## src/rtl/inst_mem_arbiter_pkg.sv

```systemverilog
// rtl/inst_mem_arbiter_pkg.sv - shared encodings and helpers for the instruction memory arbiter
package inst_mem_arbiter_pkg;

  typedef enum logic [1:0] {
    ST_BOOT  = 2'd0,
    ST_FLUSH = 2'd1,
    ST_RUN   = 2'd2
  } state_t;

  typedef enum logic [1:0] {
    OWN_NONE = 2'd0,
    OWN_IF   = 2'd1,
    OWN_LSU  = 2'd2
  } owner_t;

  // Counter width able to hold 0..max_streak; never narrower than one bit.
  function automatic int streak_w(input int max_streak);
    return (max_streak < 1) ? 1 : $clog2(max_streak + 1);
  endfunction

endpackage

```

## src/rtl/inst_arb_fair.sv

```systemverilog
// rtl/inst_arb_fair.sv - LSU-priority grant with a streak limit that guarantees fetch progress
module inst_arb_fair
  import inst_mem_arbiter_pkg::*;
#(
  parameter int MAX_STREAK = 3
) (
  input  logic clk,
  input  logic rst_n,
  input  logic if_req,
  input  logic lsu_req,
  input  logic enable,
  output logic if_gnt,
  output logic lsu_gnt
);

  localparam int SW = streak_w(MAX_STREAK);
  localparam logic [SW-1:0] STREAK_MAX = SW'(MAX_STREAK);

  logic [SW-1:0] streak;

  always_comb begin
    lsu_gnt = enable && lsu_req && !(if_req && (streak == STREAK_MAX));
    if_gnt  = enable && if_req && !lsu_gnt;
  end

  // Streak only counts LSU wins that actually starved a waiting fetch.
  always_ff @(posedge clk or negedge rst_n) begin
    if (!rst_n) begin
      streak <= '0;
    end else if (if_gnt || !if_req) begin
      streak <= '0;
    end else if (lsu_gnt && (streak != STREAK_MAX)) begin
      streak <= streak + 1'b1;
    end
  end

endmodule

```

## src/rtl/inst_mem_arbiter.sv

```systemverilog
// rtl/inst_mem_arbiter.sv - instruction memory arbiter: boot loader, fetch and LSU sharing one port
module inst_mem_arbiter
  import inst_mem_arbiter_pkg::*;
#(
  parameter int          ADDR_W     = 10,
  parameter int          MAX_STREAK = 3,
  parameter logic [31:0] RESET_PC   = 32'h0000_0000,
  parameter bit          BOOT_LOAD  = 1'b1
) (
  input  logic              clk,
  input  logic              rst_n,
  input  logic              if_req,
  input  logic [ADDR_W-1:0] if_addr,
  output logic              if_gnt,
  output logic              if_rvld,
  output logic [31:0]       if_rdata,
  input  logic              lsu_req,
  input  logic [ADDR_W-1:0] lsu_addr,
  output logic              lsu_gnt,
  output logic              lsu_rvld,
  output logic [31:0]       lsu_rdata,
  input  logic              ld_wr_vld,
  input  logic [ADDR_W-1:0] ld_wr_addr,
  input  logic [31:0]       ld_wr_data,
  output logic              ld_wr_rdy,
  input  logic              ld_done,
  output logic              mem_en,
  output logic              mem_we,
  output logic [ADDR_W-1:0] mem_addr,
  output logic [31:0]       mem_wdata,
  input  logic [31:0]       mem_rdata,
  output logic              boot_busy,
  output logic              if_redirect,
  output logic [31:0]       if_redirect_addr
);

  localparam state_t RESET_ST = BOOT_LOAD ? ST_BOOT : ST_RUN;

  state_t state;
  owner_t owner;

  inst_arb_fair #(
    .MAX_STREAK(MAX_STREAK)
  ) u_fair (
    .clk    (clk),
    .rst_n  (rst_n),
    .if_req (if_req),
    .lsu_req(lsu_req),
    .enable (state == ST_RUN),
    .if_gnt (if_gnt),
    .lsu_gnt(lsu_gnt)
  );

  // A write presented alongside ld_done still lands because the mux below follows the current state.
  always_ff @(posedge clk or negedge rst_n) begin
    if (!rst_n) begin
      state       <= RESET_ST;
      if_redirect <= 1'b0;
      boot_busy   <= BOOT_LOAD;
    end else begin
      case (state)
        ST_BOOT: begin
          if (ld_done) begin
            state       <= ST_FLUSH;
            if_redirect <= 1'b1;
          end
        end
        ST_FLUSH: begin
          state       <= ST_RUN;
          if_redirect <= 1'b0;
          boot_busy   <= 1'b0;
        end
        default: begin
          state       <= ST_RUN;
          if_redirect <= 1'b0;
          boot_busy   <= 1'b0;
        end
      endcase
    end
  end

  always_ff @(posedge clk or negedge rst_n) begin
    if (!rst_n) begin
      owner <= OWN_NONE;
    end else if (if_gnt) begin
      owner <= OWN_IF;
    end else if (lsu_gnt) begin
      owner <= OWN_LSU;
    end else begin
      owner <= OWN_NONE;
    end
  end

  always_comb begin
    mem_en    = 1'b0;
    mem_we    = 1'b0;
    mem_addr  = '0;
    mem_wdata = '0;
    ld_wr_rdy = 1'b0;
    case (state)
      ST_BOOT: begin
        ld_wr_rdy = 1'b1;
        mem_en    = ld_wr_vld;
        mem_we    = ld_wr_vld;
        mem_addr  = ld_wr_addr;
        mem_wdata = ld_wr_data;
      end
      ST_RUN: begin
        mem_en = if_gnt | lsu_gnt;
        if (lsu_gnt) begin
          mem_addr = lsu_addr;
        end else if (if_gnt) begin
          mem_addr = if_addr;
        end
      end
      default: ;
    endcase
  end

  assign if_rvld          = (owner == OWN_IF);
  assign lsu_rvld         = (owner == OWN_LSU);
  assign if_rdata         = mem_rdata;
  assign lsu_rdata        = mem_rdata;
  assign if_redirect_addr = RESET_PC;

endmodule

```

## config.mk

```make
export PLATFORM = sky130hd
export DESIGN_NAME = inst_mem_arbiter
export DESIGN_NICKNAME = d
export VERILOG_FILES = /design/src/rtl/inst_mem_arbiter_pkg.sv /design/src/rtl/inst_arb_fair.sv /design/src/rtl/inst_mem_arbiter.sv
export SDC_FILE = /design/constraint.sdc
export NUM_CORES = 1
export LEC_CHECK = 0
export CORE_AREA = 2 2 95 97
export CTS_CLUSTER_DIAMETER = 50
export CTS_CLUSTER_SIZE = 24
export DETAILED_ROUTE_END_ITERATION = 16
export DIE_AREA = 0 0 97 99
export DONT_BUFFER_PORTS = 1
export SYNTH_ARGS = -nofsm -noshare
export SYNTH_HDL_FRONTEND = slang
export SYNTH_SLANG_ARGS = --single-unit
```

## constraint.sdc

```tcl
create_clock -name clk -period 2.2 [get_ports clk]
set_input_delay 0.44 -clock clk [delete_from_list [all_inputs] [get_ports clk]]
set_output_delay 0.44 -clock clk [all_outputs]
set_load 0.005 [all_outputs]
```

# Yosys cells after proc, flatten, opt, wreduce, memory -nomap -nowiden
# Cells that the tools add are included.
[totals]
regBits = 8
in_bits = 100
output_inout_bits = 147
elab_cells = 40
[classes]
add_sub_neg = 1
n_eq_ne = 6
muxes = 15
n_bitwise = 1
reduce_logical = 12
[op_table]
columns = ["op", "count"]
rows = [
  ["two-way mux 32 bit", 1],
  ["two-way mux 10 bit", 2],
  ["case mux 10 bit (2 select lines)", 1],
  ["two-way mux 2 bit", 6],
  ["equality test 2 bit, second input constant", 3],
  ["logical AND 1 bit", 6],
  ["two-way mux 1 bit", 4],
  ["!= test 2 bit, second input constant", 2],
  ["zero test 1 bit", 3],
  ["adder 2 x 1 -> 2 bit, second input constant", 1],
  ["equality test 2 x 1 -> 1 bit, second input constant", 1],
  ["zero test 2 bit", 1],
  ["case mux 1 bit (2 select lines)", 1],
  ["nonzero test 2 bit", 1],
  ["logical OR 1 bit", 1],
  ["bitwise OR 1 bit", 1],
]

# Logic depth before layout (Yosys ltp)
[logic_depth]
ltp_word = 9
ltp_mapped = 5
ltp_nobuf = 4

# Modules after synthesis
# From an unflattened synthesis, not the netlist that was laid out.
[hier_totals]
hier_cells = 209
hier_area_um2 = 1599.0
[modules_own_cells]
columns = ["module", "n_inst", "cells_per_inst", "area_each_um2", "seq_area_each_um2"]
rows = [
  ["inst_mem_arbiter", 1, 195, 1465.2, 126.4],
  ["inst_arb_fair", 1, 14, 133.9, 50.0],
]

# Worst setup path before layout
# OpenSTA, ideal clock, no wires.
[synth_timing]
kind = "register -> output"
start = "register u_fair.streak[0]"
end = "output port mem_addr[0]"
arrival_ns = 1.350
required_time_ns = 1.760
path_slack_ns = 0.410
stages_incl_launch_ff = 6
path_buffers = 1
path_cell_list = "dfrtp_1 > ha_1 > nand2b_1 > and3_1 > buf_4 > a221o_1"
[synth_via]
elab_chain_cells = 9
[synth_lines]
columns = ["item", "line", "rtl"]
rows = [
  ["start: declaration", "inst_arb_fair.sv:19", "logic [SW-1:0] streak;"],
  ["start signal: assignment", "inst_arb_fair.sv:33", "streak <= streak + 1'b1;"],
  ["equality test 2 bit", "inst_arb_fair.sv:22", "lsu_gnt = enable && lsu_req && !(if_req && (streak == STREAK_MAX));"],
  ["logical AND 1 bit", "inst_arb_fair.sv:22", ""],
  ["zero test 1 bit", "inst_arb_fair.sv:22", ""],
  ["logical AND 1 bit", "inst_arb_fair.sv:22", ""],
  ["zero test 1 bit", "inst_arb_fair.sv:23", "if_gnt = enable && if_req && !lsu_gnt;"],
  ["logical AND 1 bit", "inst_arb_fair.sv:23", ""],
  ["via if_gnt", "inst_mem_arbiter.sv:14", "output logic if_gnt,"],
  ["two-way mux 10 bit", "inst_mem_arbiter.sv:112", "end else if (if_gnt) begin"],
  ["two-way mux 10 bit", "inst_mem_arbiter.sv:110", "if (lsu_gnt) begin"],
  ["case mux 10 bit (2 select lines)", "inst_mem_arbiter.sv:100", "case (state)"],
  ["end: declaration", "inst_mem_arbiter.sv:29", "output logic [ADDR_W-1:0] mem_addr,"],
]
# The timed path passes the listed nets, and every way through them passes these cells.

# Worst setup path in the final report
[layout_timing]
start = "register u_fair.streak[0]"
end = "output port mem_addr[5]"
# The elaborated chain is that of the path after synthesis.

==> key figures <==
Worst setup path
  – CP max stage delay: around 0.38 ns
  – R2R depth: 4
  – Worst Path Max Fanout: 12
  – Arrival time at the worst endpoint: 1.60 ns
  – Cell family with most CP delay: simple AND/OR/NAND/NOR gates
  – CP Launch Type: flop
  – Buf/Inv on CP: 0
  – WS Path Type: flop to primary output
  – Crit end category: primary output
  – Register-to-Register Setup Slack: approximately 0.88 ns
  – Reg-to-Reg Start: u_fair.streak[0]$_DFFE_PN0P_
  – CP max stage cell: dfrtp_1
  – Worst-path cell chain: ha_1 -> nand2b_1 -> and3_4 -> a221o_1
  – Worst r2r dst: u_fair.streak[0]$_DFFE_PN0P_
  – Crit. path cell count: 4
  – WP data required: 1.76 ns

STA
  – Final min period: approximately 2.0 ns
  – Max-slew violation count: 0
  – RSZ-0062 raised after global routing: no
  – Clock skew: 0.001589 ns
  – Final setup violating endpoints: 0
  – Period Utilization, post-route: 0.9274
  – Endpoints failing hold: 0
  – Max Freq: 0.4901 GHz
  – Post-Route Setup TNS: 0 ns

Logic synthesis
  – Cell Area, Synth: around 0.0015 mm2
  – Mapped Cells: between 150 and 200
  – Number of synthesized flops with an enable pin: 0
  – Commonest register cell after synthesis: dfrtp_1
  – Asr flop ratio synth: 1.000
  – Top cell type's share of synthesized area: 0.4979
  – Netlist cell types: 23
  – Synth Warn #: 0
  – Top cells by count, synth: buf_4 (97), and2_1 (44), a221o_1 (10)
  – #FFs+latches synth: 7
  – Most instantiated library cell after synthesis: buf_4
  – Syn Area/Cell: ~7.8 um2
  – Register area share after synthesis: 0.1206
  – Cell taking the most area after synthesis: buf_4
  – Synth area leaders: buf_4 (50%), and2_1 (19%), dfrtp_1 (10%), a221o_1 (6.8%), dfstp_2 (1.8%)

Route
  – Post-DRT Antenna Nets: 0
  – Drt via density: 3.609
  – DRT iter0 DRCs: 27
  – WL/cell: 19.20 um
  – Detailed-route via count: slightly above 800
  – DRT Pass-1 Iters: 4
  – Detailed-route DRC error count: 0
  – Wirelength, routed: approximately 4400 um

GRT
  – Number of antenna violations at the first check in global routing: 1
  – First-pass GRT wire length: around 5800 um
  – Gr usage total: 0.08432
  – Largest net degree at the start of global routing: between 40 and 50
  – Global route overflow: 0
  – Vias in the first global route: just over 800

Placed design
  – Routability Congestion: slightly below 0.7
  – HPWL Detailed: between 3000 and 4000 um
  – PortBufs: 0

Floorplanning
  – Die Ht: between 90 and 100 um
  – Core Area: ~0.0086 mm2
  – IO Pins: approximately 250
  – Die width: 97 um
  – Row count: 34
  – Starting Density: 0.1711
  – Die Area: between 0.009 and 0.01 mm2

Clock network
  – Clock Latency Late Sink: around 0.22 ns
  – CTS tree: yes
  – Total CTS buffers: 3
  – Postcts setup bufs: 0
  – Clock Sinks: 7
  – Buffers from clock root to sink, at most: 2
  – CTS root buffer: clkbuf_8
  – Clock Pin Slew Worst Setup and Hold Paths: approximately 0.040 ns
  – CTS H-tree depth: 1

Power and ir drop
  – Power density over the cells: 471.8 mW/mm2
  – Final Power: 0.4894 mW
  – Leak: roughly 0.46 nW
  – Max VDD drop: about 0.14 mV

Cells and area
  – Number of fillers in the final layout: approximately 1000
  – Fraction of layout cells with a size suffix above 1: 0.07438
  – Fin nets: 223
  – Fin util: 0.1213
  – Area Growth Syn to Fin: -29.09%

Run
  – Max Cap Violations: 0

Min path
  – Hold Path Class: primary input to asynchronous set/reset pin

Run status
  – Status: complete, no violations
## how the worst max path moves through the flow
stage	from	endpoint	slack (ns)
3_3_place_gp	u_fair.streak[0]$_DFFE_PN0P_	mem_addr[0]	0.27
4_1_cts	u_fair.streak[0]$_DFFE_PN0P_	mem_addr[7]	0.05
6_report	u_fair.streak[0]$_DFFE_PN0P_	mem_addr[5]	0.16
2_1_floorplan	u_fair.streak[0]$_DFFE_PN0P_	mem_addr[0]	0.41
5_1_grt	state[0]$_DFFE_PN0P_	mem_addr[7]	0.10
3_5_place_dp	u_fair.streak[0]$_DFFE_PN0P_	mem_addr[7]	0.20
## metal layers
metal | GRT usage | part of all wire | up-vias
li1 | - | - | 335
met1 | 0.08861 | 0.34 | 357
met2 | 0.1426 | 0.49 | 105
met3 | 0.03404 | 0.12 | 33
met4 | 0.04984 | 0.050 | 0
met5 | 0 | 0 | -
## where the power goes
| group | total, mW | switching, mW | internal (mW) |
|---|---|---|---|
| Clock | 0.175 | 0.0500 | 0.125 |
| Combinational | 0.169 | 0.101 | 0.0673 |
| Sequential | 0.146 | 0.00768 | 0.138 |
## cell families after synthesis
family                     Yosys count  synth area share
AOI/OAI and AO/OA                   13           0.08383
adders and majority gates            1          0.008553
other                                1          0.002564
and+or+nand+nor                     61            0.2609
buffers and inverters              104            0.5235
DFF                                  7            0.1206
## area by class of cell
cell class,instances,area [um2],share of cell area
Antenna cell,1,2.502,0.002413
Multi-Input combinational cell,107,644.4,0.6212
Timing Repair Buffer,2,30.03,0.02895
Tap cell,108,135.1,0.1303
Inverter,1,3.754,0.003619
Clock buffer,4,45.04,0.04343
Sequential cell,7,176.4,0.1701
## registers in the layout, summed over array words and instances, names as in the netlist
register / cells
boot_busy: 1
owner: 2
state: 2
u_fair.streak: 2
## cell usage in the layout (no fill, tap or decap)
| cell | count |
|---|---|
| buf_12 | 1 |
| nor2b_4 | 1 |
| nand4b_1 | 1 |
| clkbuf_8 | 3 |
| or3_1 | 1 |
| and2_0 | 1 |
| nor2b_1 | 2 |
| clkbuf_1 | 1 |
| dlygate4sd3_1 | 1 |
| dfrtp_1 | 6 |
| a21boi_1 | 2 |
| diode_2 | 1 |
| nand2_1 | 3 |
| and2_1 | 44 |
| and3_4 | 2 |
| a221o_1 | 10 |
| inv_1 | 1 |
| dfstp_2 | 1 |
| nand2b_1 | 2 |
| conb_1 | 32 |
| and3_1 | 1 |
| nor2_1 | 2 |
| ha_1 | 1 |
| nor2_2 | 1 |
| a211oi_1 | 1 |
## repair_timing
item | in CTS | in global routing
pin swaps | 0 | 0
endpoints found under the setup margin | 10 | 2
hold endpoints to repair | 6 | 0
resized for setup | 1 | 1
hold buffers | 1 | 0
## through the flow
step	setup WS, ns	hold WS [ns]	instance area (um2)	std cells
2_1_floorplan	0.4098	0.1444	1579	218
3_3_place_gp	0.2693	0.1450	974.7	224
3_5_place_dp	0.2039	0.1449	974.7	224
4_1_cts	0.05301	0.05361	1031	229
5_1_grt	0.1004	0.04495	1037	230
6_report	0.1596	0.06185	1037	230
Note: power is estimated with default switching activity, not from simulation.
